<file path="config.mk">
export PLATFORM = sky130hd
export DESIGN_NAME = move_sync
export DESIGN_NICKNAME = d
export VERILOG_FILES = /design/src/rtl/move_sync.sv
export SDC_FILE = /design/constraint.sdc
export NUM_CORES = 1
export LEC_CHECK = 0
export ABC_AREA = 1
export CORE_ASPECT_RATIO = 0.7
export CORE_MARGIN = 3
export CORE_UTILIZATION = 26
export DETAILED_ROUTE_END_ITERATION = 16
export PLACE_DENSITY = 0.56
export SLEW_MARGIN = 30
export SYNTH_ARGS = -nofsm -noshare
export SYNTH_HDL_FRONTEND = slang
export SYNTH_SLANG_ARGS = --single-unit
</file>
<file path="constraint.sdc">
create_clock -name clk -period 1.95 [get_ports clk]
set_clock_uncertainty 0.1 [all_clocks]
set_input_delay 0.585 -clock clk [delete_from_list [all_inputs] [get_ports clk]]
set_output_delay 0.585 -clock clk [all_outputs]
set_load 0.03 [all_outputs]
</file>
<file path="src/rtl/move_sync.sv">
`default_nettype none
// ============================================================================
//  Module      : move_sync
//  Description : Two-player move synchroniser. Collects one move per player
//                per round (rising-edge press detection, fixed priority),
//                forces "wait" for a missing move after TIMEOUT cycles,
//                issues both moves as single-cycle registered strobes, then
//                holds off new collection for GAP cooldown cycles.
//  Revision    : 1.0  initial release
// ============================================================================
module move_sync #(
   parameter int TIMEOUT = 8,   // COLLECT cycles before empty slots become wait (>= 1)
   parameter int GAP     = 2    // cooldown cycles after each issued round (>= 1)
) (
   input  logic       clk,
   input  logic       reset,
   input  logic       en,
   input  logic       game_over,
   input  logic [5:0] btn1,
   input  logic [5:0] btn2,
   output logic       punch1,
   output logic       kick1,
   output logic       wait1,
   output logic       jump1,
   output logic       left1,
   output logic       right1,
   output logic       punch2,
   output logic       kick2,
   output logic       wait2,
   output logic       jump2,
   output logic       left2,
   output logic       right2,
   output logic       round_valid,
   output logic       busy,
   output logic [7:0] round_cnt
);

   // Move codes equal the button bit index: {right,left,jump,wait,kick,punch}
   localparam logic [2:0] c_mv_wait = 3'd2;

   localparam logic [1:0] c_st_idle     = 2'd0;
   localparam logic [1:0] c_st_collect  = 2'd1;
   localparam logic [1:0] c_st_issue    = 2'd2;
   localparam logic [1:0] c_st_cooldown = 2'd3;

   localparam int TW = (TIMEOUT > 1) ? $clog2(TIMEOUT) : 1;
   localparam int GW = (GAP > 1) ? $clog2(GAP) : 1;
   localparam logic [TW-1:0] c_timer_last = TW'(TIMEOUT - 1);
   localparam logic [GW-1:0] c_gap_last   = GW'(GAP - 1);

   logic [1:0]    r_state;
   logic [1:0]    w_state_n;
   logic [5:0]    r_btn1_q;
   logic [5:0]    r_btn2_q;
   logic [5:0]    w_press1;
   logic [5:0]    w_press2;
   logic          r_v1;
   logic          r_v2;
   logic [2:0]    r_m1;
   logic [2:0]    r_m2;
   logic          w_v1_n;
   logic          w_v2_n;
   logic [2:0]    w_m1_n;
   logic [2:0]    w_m2_n;
   logic [TW-1:0] r_timer;
   logic [GW-1:0] r_gap;
   logic          w_timeout;
   logic          w_stop;
   logic [5:0]    r_str1;
   logic [5:0]    r_str2;
   logic [5:0]    w_str1_n;
   logic [5:0]    w_str2_n;
   logic          r_round_valid;
   logic          w_round_valid_n;
   logic [7:0]    r_round_cnt;

   // Priority punch > kick > jump > left > right > wait; caller gates on |p
   function automatic logic [2:0] f_pri(input logic [5:0] p);
      logic [2:0] v_code;
      v_code = c_mv_wait;
      if (p[0])      v_code = 3'd0;
      else if (p[1]) v_code = 3'd1;
      else if (p[3]) v_code = 3'd3;
      else if (p[4]) v_code = 3'd4;
      else if (p[5]) v_code = 3'd5;
      return v_code;
   endfunction

   assign w_press1  = btn1 & ~r_btn1_q;
   assign w_press2  = btn2 & ~r_btn2_q;
   assign w_timeout = (r_timer == c_timer_last);
   assign w_stop    = !en || game_over;

   // Round state register
   always_ff @(posedge clk or negedge reset) begin
      if (!reset) r_state <= c_st_idle;
      else        r_state <= w_state_n;
   end

   // Next-state decision
   always_comb begin
      w_state_n = r_state;
      case (r_state)
         c_st_idle:     if (!w_stop) w_state_n = c_st_collect;
         c_st_collect: begin
            if (w_stop)                           w_state_n = c_st_idle;
            else if ((r_v1 && r_v2) || w_timeout) w_state_n = c_st_issue;
         end
         c_st_issue:    w_state_n = c_st_cooldown;
         c_st_cooldown: begin
            if (w_stop)                   w_state_n = c_st_idle;
            else if (r_gap == c_gap_last) w_state_n = c_st_collect;
         end
         default:       w_state_n = c_st_idle;
      endcase
   end

   // Slot update: clear on entry to IDLE/COLLECT, first press wins, timeout fills wait
   always_comb begin
      w_v1_n = r_v1;
      w_m1_n = r_m1;
      w_v2_n = r_v2;
      w_m2_n = r_m2;
      if (w_state_n == c_st_idle ||
          (w_state_n == c_st_collect && r_state != c_st_collect)) begin
         w_v1_n = 1'b0;
         w_m1_n = c_mv_wait;
         w_v2_n = 1'b0;
         w_m2_n = c_mv_wait;
      end else if (r_state == c_st_collect) begin
         // A press on the timeout cycle takes precedence over the forced wait
         if (!r_v1 && (|w_press1)) begin
            w_v1_n = 1'b1;
            w_m1_n = f_pri(w_press1);
         end else if (!r_v1 && w_timeout) begin
            w_v1_n = 1'b1;
            w_m1_n = c_mv_wait;
         end
         if (!r_v2 && (|w_press2)) begin
            w_v2_n = 1'b1;
            w_m2_n = f_pri(w_press2);
         end else if (!r_v2 && w_timeout) begin
            w_v2_n = 1'b1;
            w_m2_n = c_mv_wait;
         end
      end
   end

   // Output decode: strobes prepared one edge ahead so they are flop outputs in ISSUE
   always_comb begin
      w_str1_n        = '0;
      w_str2_n        = '0;
      w_round_valid_n = 1'b0;
      if (w_state_n == c_st_issue) begin
         w_str1_n        = 6'b000001 << w_m1_n;
         w_str2_n        = 6'b000001 << w_m2_n;
         w_round_valid_n = 1'b1;
      end
   end

   // Datapath registers: button history, slots, timers, strobes, round counter
   always_ff @(posedge clk or negedge reset) begin
      if (!reset) begin
         r_btn1_q      <= '0;
         r_btn2_q      <= '0;
         r_v1          <= 1'b0;
         r_v2          <= 1'b0;
         r_m1          <= c_mv_wait;
         r_m2          <= c_mv_wait;
         r_timer       <= '0;
         r_gap         <= '0;
         r_str1        <= '0;
         r_str2        <= '0;
         r_round_valid <= 1'b0;
         r_round_cnt   <= '0;
      end else begin
         r_btn1_q      <= btn1;
         r_btn2_q      <= btn2;
         r_v1          <= w_v1_n;
         r_v2          <= w_v2_n;
         r_m1          <= w_m1_n;
         r_m2          <= w_m2_n;
         r_timer       <= (r_state == c_st_collect && w_state_n == c_st_collect) ?
                          r_timer + TW'(1) : '0;
         r_gap         <= (r_state == c_st_cooldown && w_state_n == c_st_cooldown) ?
                          r_gap + GW'(1) : '0;
         r_str1        <= w_str1_n;
         r_str2        <= w_str2_n;
         r_round_valid <= w_round_valid_n;
         if (r_state == c_st_issue) r_round_cnt <= r_round_cnt + 8'd1;
      end
   end

   assign punch1      = r_str1[0];
   assign kick1       = r_str1[1];
   assign wait1       = r_str1[2];
   assign jump1       = r_str1[3];
   assign left1       = r_str1[4];
   assign right1      = r_str1[5];
   assign punch2      = r_str2[0];
   assign kick2       = r_str2[1];
   assign wait2       = r_str2[2];
   assign jump2       = r_str2[3];
   assign left2       = r_str2[4];
   assign right2      = r_str2[5];
   assign round_valid = r_round_valid;
   assign busy        = (r_state == c_st_issue) || (r_state == c_st_cooldown);
   assign round_cnt   = r_round_cnt;

endmodule
`default_nettype wire

</file>
# == After elaboration in Yosys (flattened, before gate mapping) ==
# Cells that the tools add are included.
# W data, S select, Z words.
# totals
ff_bits,47
inputBits,16
out_inout_bits,22
elab_cells,91
# classes
addsub,3
n_eq_ne,8
n_shift,2
mux,37
bitwise_logic,4
reduce_logical,24
# op_table
op,count
$mux W3,19
$and A6 B6 Y6,2
$mux W6,2
$not A6 Y6,2
$reduce_or A6 Y1,2
$shl A1 B3 Y6 const A,2
$mux W1,10
$mux W2,5
$add A8 B1 Y8 const B,1
$eq A2 B2 Y1 const B,4
$logic_and A1 B1 Y1,8
$pmux W2 S4,1
$reduce_bool A3 Y1,2
$eq A2 B1 Y1 const B,2
$logic_not A2 Y1,2
$logic_or A1 B1 Y1,4
$reduce_and A2 Y1,2
$add A3 B1 Y3 const B,1
$eq A3 B3 Y1 const B,1
$logic_not A1 Y1,3
$ne A2 B1 Y1 const B,1
$reduce_bool A2 Y1,1
$add A1 B1 Y1 const B,1

# == Longest topological paths before layout ==
# depth
word_depth,12
depth_mapped,13
mapped_depth_nobuf,12

# == Least setup slack after synthesis ==
# Ideal clock, no wire load.
# synth_timing
path_type,register to register
startpoint,reg r_timer[0]
endpoint,reg r_str1[2]
setup_time_ns,0.119
t_arrival_ns,1.574
required_time_ns,1.731
slack_ns,0.157
path_stages_with_launch,14
n_path_buf,1
synth_period_minus_slack_ns,1.793
path_cell_list,dfrtp_1 > ha_1 > ha_1 > inv_1 > nand2_1 > nand2_1 > o21ai_2 > inv_2 > nand2_1 > nand2_4 > buf_12 > nand2_2 > nand2_2 > nor2_2
# synth_between
elab_chain_cells,11
word_cells_on_any_way,17
cone_classes,eq/ne: 3; shift: 1; mux: 8; reduce/logical: 5
# synth_rtl
element,line_no,rtl
"start, declared",65,logic [TW-1:0] r_timer;
"start signal, assigned",183,r_timer <= (r_state == c_st_collect && w_state_n == c_st_collect) ?
$eq A3 B3 Y1 *,91,assign w_timeout = (r_timer == c_timer_last);
$logic_or A1 B1 Y1 *,107,else if ((r_v1 && r_v2) || w_timeout) w_state_n = c_st_issue;
$mux W2 *,107,
$mux W2 *,106,if (w_stop) w_state_n = c_st_idle;
$pmux W2 S4 *,103,case (r_state)
named net w_state_n[0],52,logic [1:0] w_state_n;
$eq A2 B1 Y1,125,(w_state_n == c_st_collect && r_state != c_st_collect)) begin
$logic_and A1 B1 Y1,125,
$logic_or A1 B1 Y1,124,if (w_state_n == c_st_idle ||
$mux W3,124,
$shl A1 B3 Y6,155,w_str1_n = 6'b000001 << w_m1_n;
$mux W6 *,154,if (w_state_n == c_st_issue) begin
named net w_str1_n[2],71,logic [5:0] w_str1_n;
"end signal, assigned",187,r_str1 <= w_str1_n;
"end, declared",69,logic [5:0] r_str1;
# Mark *: on every way through the listed nets, which the timed path passes. The rest lies on a longest branch.
# A chain may end at the register's enable or synchronous reset.

# == Worst setup path after layout ==
# layout_timing
startpoint,in en
endpoint,reg r_str1[2]
# layout_between
elab_chain_cells,10
word_cells_on_any_way,14
cone_classes,eq/ne: 2; shift: 1; mux: 6; reduce/logical: 5
# layout_rtl
element,line_no,rtl
"start, declared",17,"input logic en,"
$logic_not A1 Y1 *,92,assign w_stop = !en || game_over;
$logic_or A1 B1 Y1 *,92,
"$mux W2, on equally long branches","111, 104, 106",
$pmux W2 S4 *,103,
$eq A2 B1 Y1,125,
$logic_and A1 B1 Y1,125,
$logic_or A1 B1 Y1,124,
$mux W3,124,
$shl A1 B3 Y6,155,
$mux W6 *,154,
named net w_str1_n[2],71,
# Marks and branches as above.

==> load_flow_metrics.sql <==
INSERT INTO impl_metrics (metric_group, metric, value, unit) VALUES
('status', 'status', 'completed', ''),
('clock_network', 'clock_latency_of_the_later_clocked_register_in_the_worst_skew_pair', '0.30', 'ns'),
('die', 'initial_core_util', '0.272', ''),
('drt', 'wl_per_cell', '10.3', 'um'),
('placed_design', 'post-dp-hpwl', '2.82', 'mm'),
('clock_network', 'clk_pin_slew', '0.09', 'ns'),
('layout', 'multi_input_comb_area', '761', 'um2'),
('power_and_ir_drop', 'cellLeakagePower', '1.53', 'nW'),
('logic_synthesis', 'sequential_fraction_of_the_synthesis_area', '0.585', ''),
('clock_network', 'cts-htree-levels', '2', ''),
('grt', 'groute.layer.met2.usage', '0.154', ''),
('critical_path', 'slowest_stage', 'sky130_fd_sc_hd__clkdlybuf4s50_1', ''),
('drt', 'num_vias', '1530', ''),
('layout', 'design.final.nets', '308', ''),
('power_and_ir_drop', 'netSwitchingFraction', '0.266', ''),
('drt', 'firstDrtPassIters', '4', ''),
('timing', 'timing.final.crit_share', '0.955', ''),
('logic_synthesis', 'synth-xor-area-share', '0.0304', ''),
('critical_path', 'cp.required', '2.05', 'ns'),
('die', 'coreArea', '7420', 'um2'),
('logic_synthesis', 'netlist.area_leader.share', '0.559', ''),
('logic_synthesis', 'synth_fp_nets', '239', ''),
('job', 'max_cap_violations', '0', ''),
('layout', 'synthToLayoutAreaGrowth', '41.2', '%'),
('grt', 'globalRoute.totalOverflow', '0', ''),
('placed_design', 'io_buffer_count', '37', ''),
('grt', 'global_route_wire_length_before_repair', '6.89', 'mm'),
('min_path', 'hold_path_class', 'in2async', ''),
('clock_network', 'cts_hold_buf', '0', ''),
('timing', 'worstMarginPinSlew', '0.311', 'ns'),
('power_and_ir_drop', 'irDropWorstVdd', '0.000245', 'V'),
('layout', 'antenna_cells_inserted', '0', ''),
('logic_synthesis', 'mux_share_of_post_synthesis_cell_area', '0', ''),
('logic_synthesis', 'adder_cell_fraction_of_synth_area', '0.0186', ''),
('critical_path', 'critPathCaptureType', 'flip-flop', ''),
('timing', 'shortest_clock_period_the_worst_path_allows_after_layout', '1.86', 'ns'),
('power_and_ir_drop', 'powerDensity', '654', 'nW/um2'),
('critical_path', 'worst_r2r_path_depth', '12', ''),
('logic_synthesis', 'synth_unique_cells', '21', ''),
('timing', 'max_slew_margin', '0.794', ''),
('die', 'floorplan.die.width', '111', 'um'),
('clock_network', 'cts.sinks', '47', ''),
('critical_path', 'cpPeakStageDelay', '0.45', 'ns'),
('critical_path', 'crit_path_start', 'en', ''),
('critical_path', 'critical_path_class', 'in2reg', ''),
('layout', 'seq_area', '1180', 'um2'),
('logic_synthesis', 'ys.warnings.count', '0', ''),
('timing', 'report.final.setup_viol', '0', ''),
('logic_synthesis', 'post_synth_main_area_contributors', 'sky130_fd_sc_hd__dfrtp_1 56%, sky130_fd_sc_hd__nand2_1 11%, sky130_fd_sc_hd__inv_1 6.7%', ''),
('power_and_ir_drop', 'power.net_switching', '0.494', 'mW'),
('die', 'die_area', '8860', 'um2'),
('logic_synthesis', 'synthCells', '220', ''),
('grt', 'grt-busiest-layer', 'met2', ''),
('timing', 'number_of_hold_slack_violations_in_the_final_timing_report', '0', ''),
('layout', 'drive_above_1_share', '0.266', ''),
('drt', 'drt_iter0_drc', '48', ''),
('grt', 'vias_in_the_first_global_route', '1573', ''),
('clock_network', 'clock_tree.root_cell', 'sky130_fd_sc_hd__clkbuf_8', ''),
('power_and_ir_drop', 'power.share.sequential', '0.553', ''),
('drt', 'average_vias_per_placed_instance', '3.94', ''),
('timing', 'sum_of_negative_setup_slack', '0', 'ns'),
('logic_synthesis', 'postSynthAreaPerCell', '9.16', 'um2'),
('grt', 'grt_use_met1', '0.121', ''),
('die', 'chipHeight', '79.7', 'um'),
('die', 'fp-row-count', '26', ''),
('logic_synthesis', 'yosysTopAreaCell', 'sky130_fd_sc_hd__dfrtp_1', ''),
('timing', 'finalMaxSlewViolations', '0', ''),
('logic_synthesis', 'synth_register_bits', '47', ''),
('layout', 'fin_cells', '388', ''),
('logic_synthesis', 'synthesis.area', '2020', 'um2'),
('critical_path', 'crit_path_cell_trace', 'clkdlybuf4s50_1, inv_1, nor2_4, nand2_2, a21oi_4, nor2_4, nand2_4, buf_4, nand2_2, nand2_2, nor2_2', '');
==> routing by layer <==
layer | up-vias | part of all wire
li1 | 804 | -
met1 | 701 | 0.50
met2 | 20 | 0.45
met3 | 5 | 0.047
met4 | 0 | 0.0095
met5 | - | 0
==> cells in the mapped netlist <==
master                     number
sky130_fd_sc_hd__a21oi_1        4
sky130_fd_sc_hd__buf_12         1
sky130_fd_sc_hd__clkbuf_1       1
sky130_fd_sc_hd__dfrtp_1       45
sky130_fd_sc_hd__dfstp_2        2
sky130_fd_sc_hd__ha_1           3
sky130_fd_sc_hd__inv_1         36
sky130_fd_sc_hd__inv_2          3
sky130_fd_sc_hd__nand2_1       59
sky130_fd_sc_hd__nand2_2        2
sky130_fd_sc_hd__nand2_4        1
sky130_fd_sc_hd__nand3_1       14
sky130_fd_sc_hd__nand3_2        5
sky130_fd_sc_hd__nand4_1        4
sky130_fd_sc_hd__nor2_1        26
sky130_fd_sc_hd__nor2_2         2
sky130_fd_sc_hd__nor2_4         3
sky130_fd_sc_hd__nor3_1         1
sky130_fd_sc_hd__o21ai_2        1
sky130_fd_sc_hd__xnor2_1        4
sky130_fd_sc_hd__xor2_1         3
==> metrics by stage <==
step	power, mW	cell area, um2	setup slack, ns
after floorplan	1.16	2020	0.157
after global placement	1.29	2670	-0.347
after detailed placement	1.30	2670	-0.369
after CTS	1.89	2730	0.0168
after global routing	1.98	2850	-0.00214
final	1.86	2850	0.0881
==> cell families after synthesis <==
| group | Yosys count |
|---|---|
| adders and majority gates | 3 |
| buffers and inverters | 41 |
| DFF | 47 |
| and+or+nand+nor | 117 |
| AOI/OAI and AO/OA | 5 |
| xor gates and xnor gates | 7 |
==> worst max-delay path, delay by kind of cell <==
| family | cells | cell delay (ns) |
|---|---|---|
| AND/OR/NAND/NOR | 7 | 0.57 |
| AO/OA/AOI/OAI | 1 | 0.18 |
| buffers and inverters | 3 | 0.63 |
==> state kept, by name, indices dropped and copies added (netlist names), 3 cells and up <==
register and cells:
r_btn1_q 6, r_btn2_q 6, r_m1 3, r_m2 3, r_str1 6, r_str2 6
r_timer 3, round_cnt 8
==> cells in the final DEF (no fill, tap or decap), drive strengths merged <==
cell / count
clkdlybuf4s50: 14
nand4: 4
dfrtp: 45
xor2: 3
nand2: 63
o21ai: 1
ha: 3
clkinv: 2
nand3: 19
a21oi: 4
dfstp: 2
nor2: 31
buf: 27
inv: 39
clkbuf: 6
xnor2: 4
nor3: 1
dlygate4sd2: 22
==> layout make-up <==
class | count | area share
clock buffer | 6 | 0.0255
clock inverter | 2 | 0.00484
inverter | 39 | 0.0515
multi-input combinational | 133 | 0.267
sequential | 47 | 0.415
tap | 98 | 0.0431
timing repair buffer | 63 | 0.193
==> path summary, 6_finish.rpt <==
path | to | slack [ns]
min in group clk | r_timer[0] | 0.33
setup / recovery | r_str1[2] | 0.09
setup reg to reg | r_str1[2] | 0.19
hold reg to reg | r_timer[0] | 0.33
max in group asynchronous | r_m2[1] | 1.31
hold / removal | r_str1[0] | 0.14
==> power groups by stage <==
| stage | clock network, mW | registers [mW] | logic [mW] |
|---|---|---|---|
| after floorplan | 0 | 1.08 | 0.0882 |
| after global placement | 0 | 1.05 | 0.245 |
| after detailed placement | 0 | 1.05 | 0.252 |
| after CTS | 0.616 | 1.03 | 0.242 |
| after global routing | 0.656 | 1.03 | 0.285 |
| final | 0.579 | 1.03 | 0.253 |
==> repair_timing <==
| action | CTS | global route |
|---|---|---|
| buffers inserted | 0 | 3 |
| resized for setup | 23 | 27 |
| gates cloned | 0 | 1 |
| pin swaps | 0 | 7 |
| setup endpoints to repair | 34 | 16 |
(Power assumes the default switching activity.)
==> RTL edit (config.mk and constraints unchanged) <==
`TIMEOUT`: 8 -> 4.
--- a/src/rtl/move_sync.sv
+++ b/src/rtl/move_sync.sv
@@ -10,5 +10,5 @@
 // ============================================================================
 module move_sync #(
-   parameter int TIMEOUT = 8,   // COLLECT cycles before empty slots become wait (>= 1)
+   parameter int TIMEOUT = 4,   // COLLECT cycles before empty slots become wait (>= 1)
    parameter int GAP     = 2    // cooldown cycles after each issued round (>= 1)
 ) (
Check against the original RTL: not equivalent (a bounded check fails within 10 cycles, from zero or initial values and one cycle with reset low).
==> RTL edit against the unedited design <==
  * Power fell by 2.1%
  * Count of clock-buffer cells in the layout did not move
  * Sequential cell count fell by 1
  * Worst setup slack improved by 11 ps
  * Wire length fell by 5.2%
  * Clock power fell by 1%
  * Area after synthesis fell by 2.5%
  * Final area fell by 4.7%
  * Critical endpoint is now r_str1[1]
  * Largest cell class unchanged
  * Highest routed layer unchanged
==> RTL edit: results (changes against the unedited design) <==
| Metric | Value |
|---|---|
| Status | `complete, no violations (unchanged)` |
| Drt wl/cell | `9.94 um (was 10.3 um)` |
| Detailed placer's ending HPWL | `2780 um (was 2820 um)` |
| R2r worst-path depth | `10 (was 12)` |
| Maximum root-to-sink buffer count | `2 (unchanged)` |
| Largest net degree at the start of global routing | `47 (was 48)` |
| Met3 usage | `3.49% (was 3.03%)` |
| Global-route wire length before repair | `6330 um (was 6890 um)` |
| Post-Synth Adder-Cell Area | `1.27% (was 1.86%)` |
| Synth cell count leaders | `nand2_1 (58), dfrtp_1 (44), inv_1 (39) (was nand2_1 (59), dfrtp_1 (45), inv_1 (36))` |
| Leakage | `1.49 nW (was 1.53 nW)` |
| Fill cell count | `717 (was 750)` |
| Vias in the first global route | `1424 (was 1573)` |
| Max Freq | `540 MHz (was 537 MHz)` |
| Nets | `303 (was 308)` |
| Seq/Total Area, Yosys | `58.7% (was 58.5%)` |
| Reg-to-Reg End | `r_str2[1] (was r_str1[2])` |
| Share of layout cells above drive strength 1 | `20.3% (was 26.6%)` |
| Met2 Track Usage GR | `12.9% (was 15.4%)` |
| Mapped Nets | `240 (was 239)` |
| Peak VDD IR | `0.278 mV (was 0.245 mV)` |
| Syn Inst Count | `222 (was 220)` |
| Slew headroom | `79.7% (was 79.4%)` |
| Max Fanout on Critical Path | `7 (was 6)` |
| Non-Filler Instances | `380 (was 388)` |
| Cell count after placement | `369 (was 376)` |
| Worst Path Arrival | `1940 ps (was 1970 ps)` |
| DP Area | `0.00258 mm2 (was 0.00267 mm2)` |
| Synth Area in XOR/XNOR | `3.12% (was 3.04%)` |
| Multiplexer area fraction after synthesis | `0% (unchanged)` |
| RD Place Congestion | `0.838 (was 0.746)` |
| Iter 0 DRT Violations | `51 (was 48)` |
[RTL edit: changes by cell type in the layout (fill, tap and decap cells not counted), sizes merged, moves of 2 or more]
cell / delta
xnor2: -2
inv: +3
xor2: +2
buf: -6
nor2: +2
nand4: -3
[RTL edit: layout make-up]
class | instances | area share (%)
clock buffer | 6 | 2.68
clock inverter | 2 | 0.508
inverter | 42 | 5.82
multi-input combinational | 133 | 25.6
sequential | 46 | 42.6
tap | 94 | 4.34
timing repair buffer | 57 | 18.5
[RTL edit: where the power goes]
part / internal (mW) / switching (mW)
clock network: 0.253 / 0.320
logic: 0.0999 / 0.140
registers: 0.985 / 0.0242
total: 1.34 / 0.484
[RTL edit: cells by family after synthesis]
logic type | count (synthesis)
AOI/OAI and AO/OA | 6
adders and majority gates | 2
and+or+nand+nor | 117
xor gates and xnor gates | 7
buffers and inverters | 44
DFF | 46
[RTL edit: what timing repair did]
action	4_1_cts	5_1_grt
setup endpoints to repair	29	15
pin swaps	0	3
resized for setup	24	15
cloned	0	1
buffers inserted	0	2
[RTL edit: stage by stage]
stage / utilization, % / hold WS [ps]
2_1_floorplan: - / 189
3_3_place_gp: 36.7 / 320
3_5_place_dp: 36.7 / 332
4_1_cts: 37.6 / 161
5_1_grt: 38.5 / 167
6_report: 38.5 / 147
[RTL edit: worst max-delay path, stage by stage]
cell             delay, ps
clkdlybuf4s50_1        450
inv_1                   60
nor2_4                 100
nand2_1                 90
a21oi_2                210
nor2_4                  80
nand2_4                110
nand2_1                 90
nand2_2                100
nor2_1                  50
[RTL edit: routing by layer]
layer / vias to the layer above / wire length, um
met5: - / 0
met4: 0 / 30
met3: 5 / 260
met2: 33 / 1460
met1: 657 / 2030
li1: 791 / -
[RTL edit: how the worst max path moves through the flow]
stage,from,to
2_1_floorplan,en,r_str1[2]
3_3_place_gp,en,r_str1[3]
3_5_place_dp,en,r_str1[3]
4_1_cts,btn1[4],r_str1[3]
5_1_grt,btn2[0],r_str2[2]
6_report,en,r_str1[1]
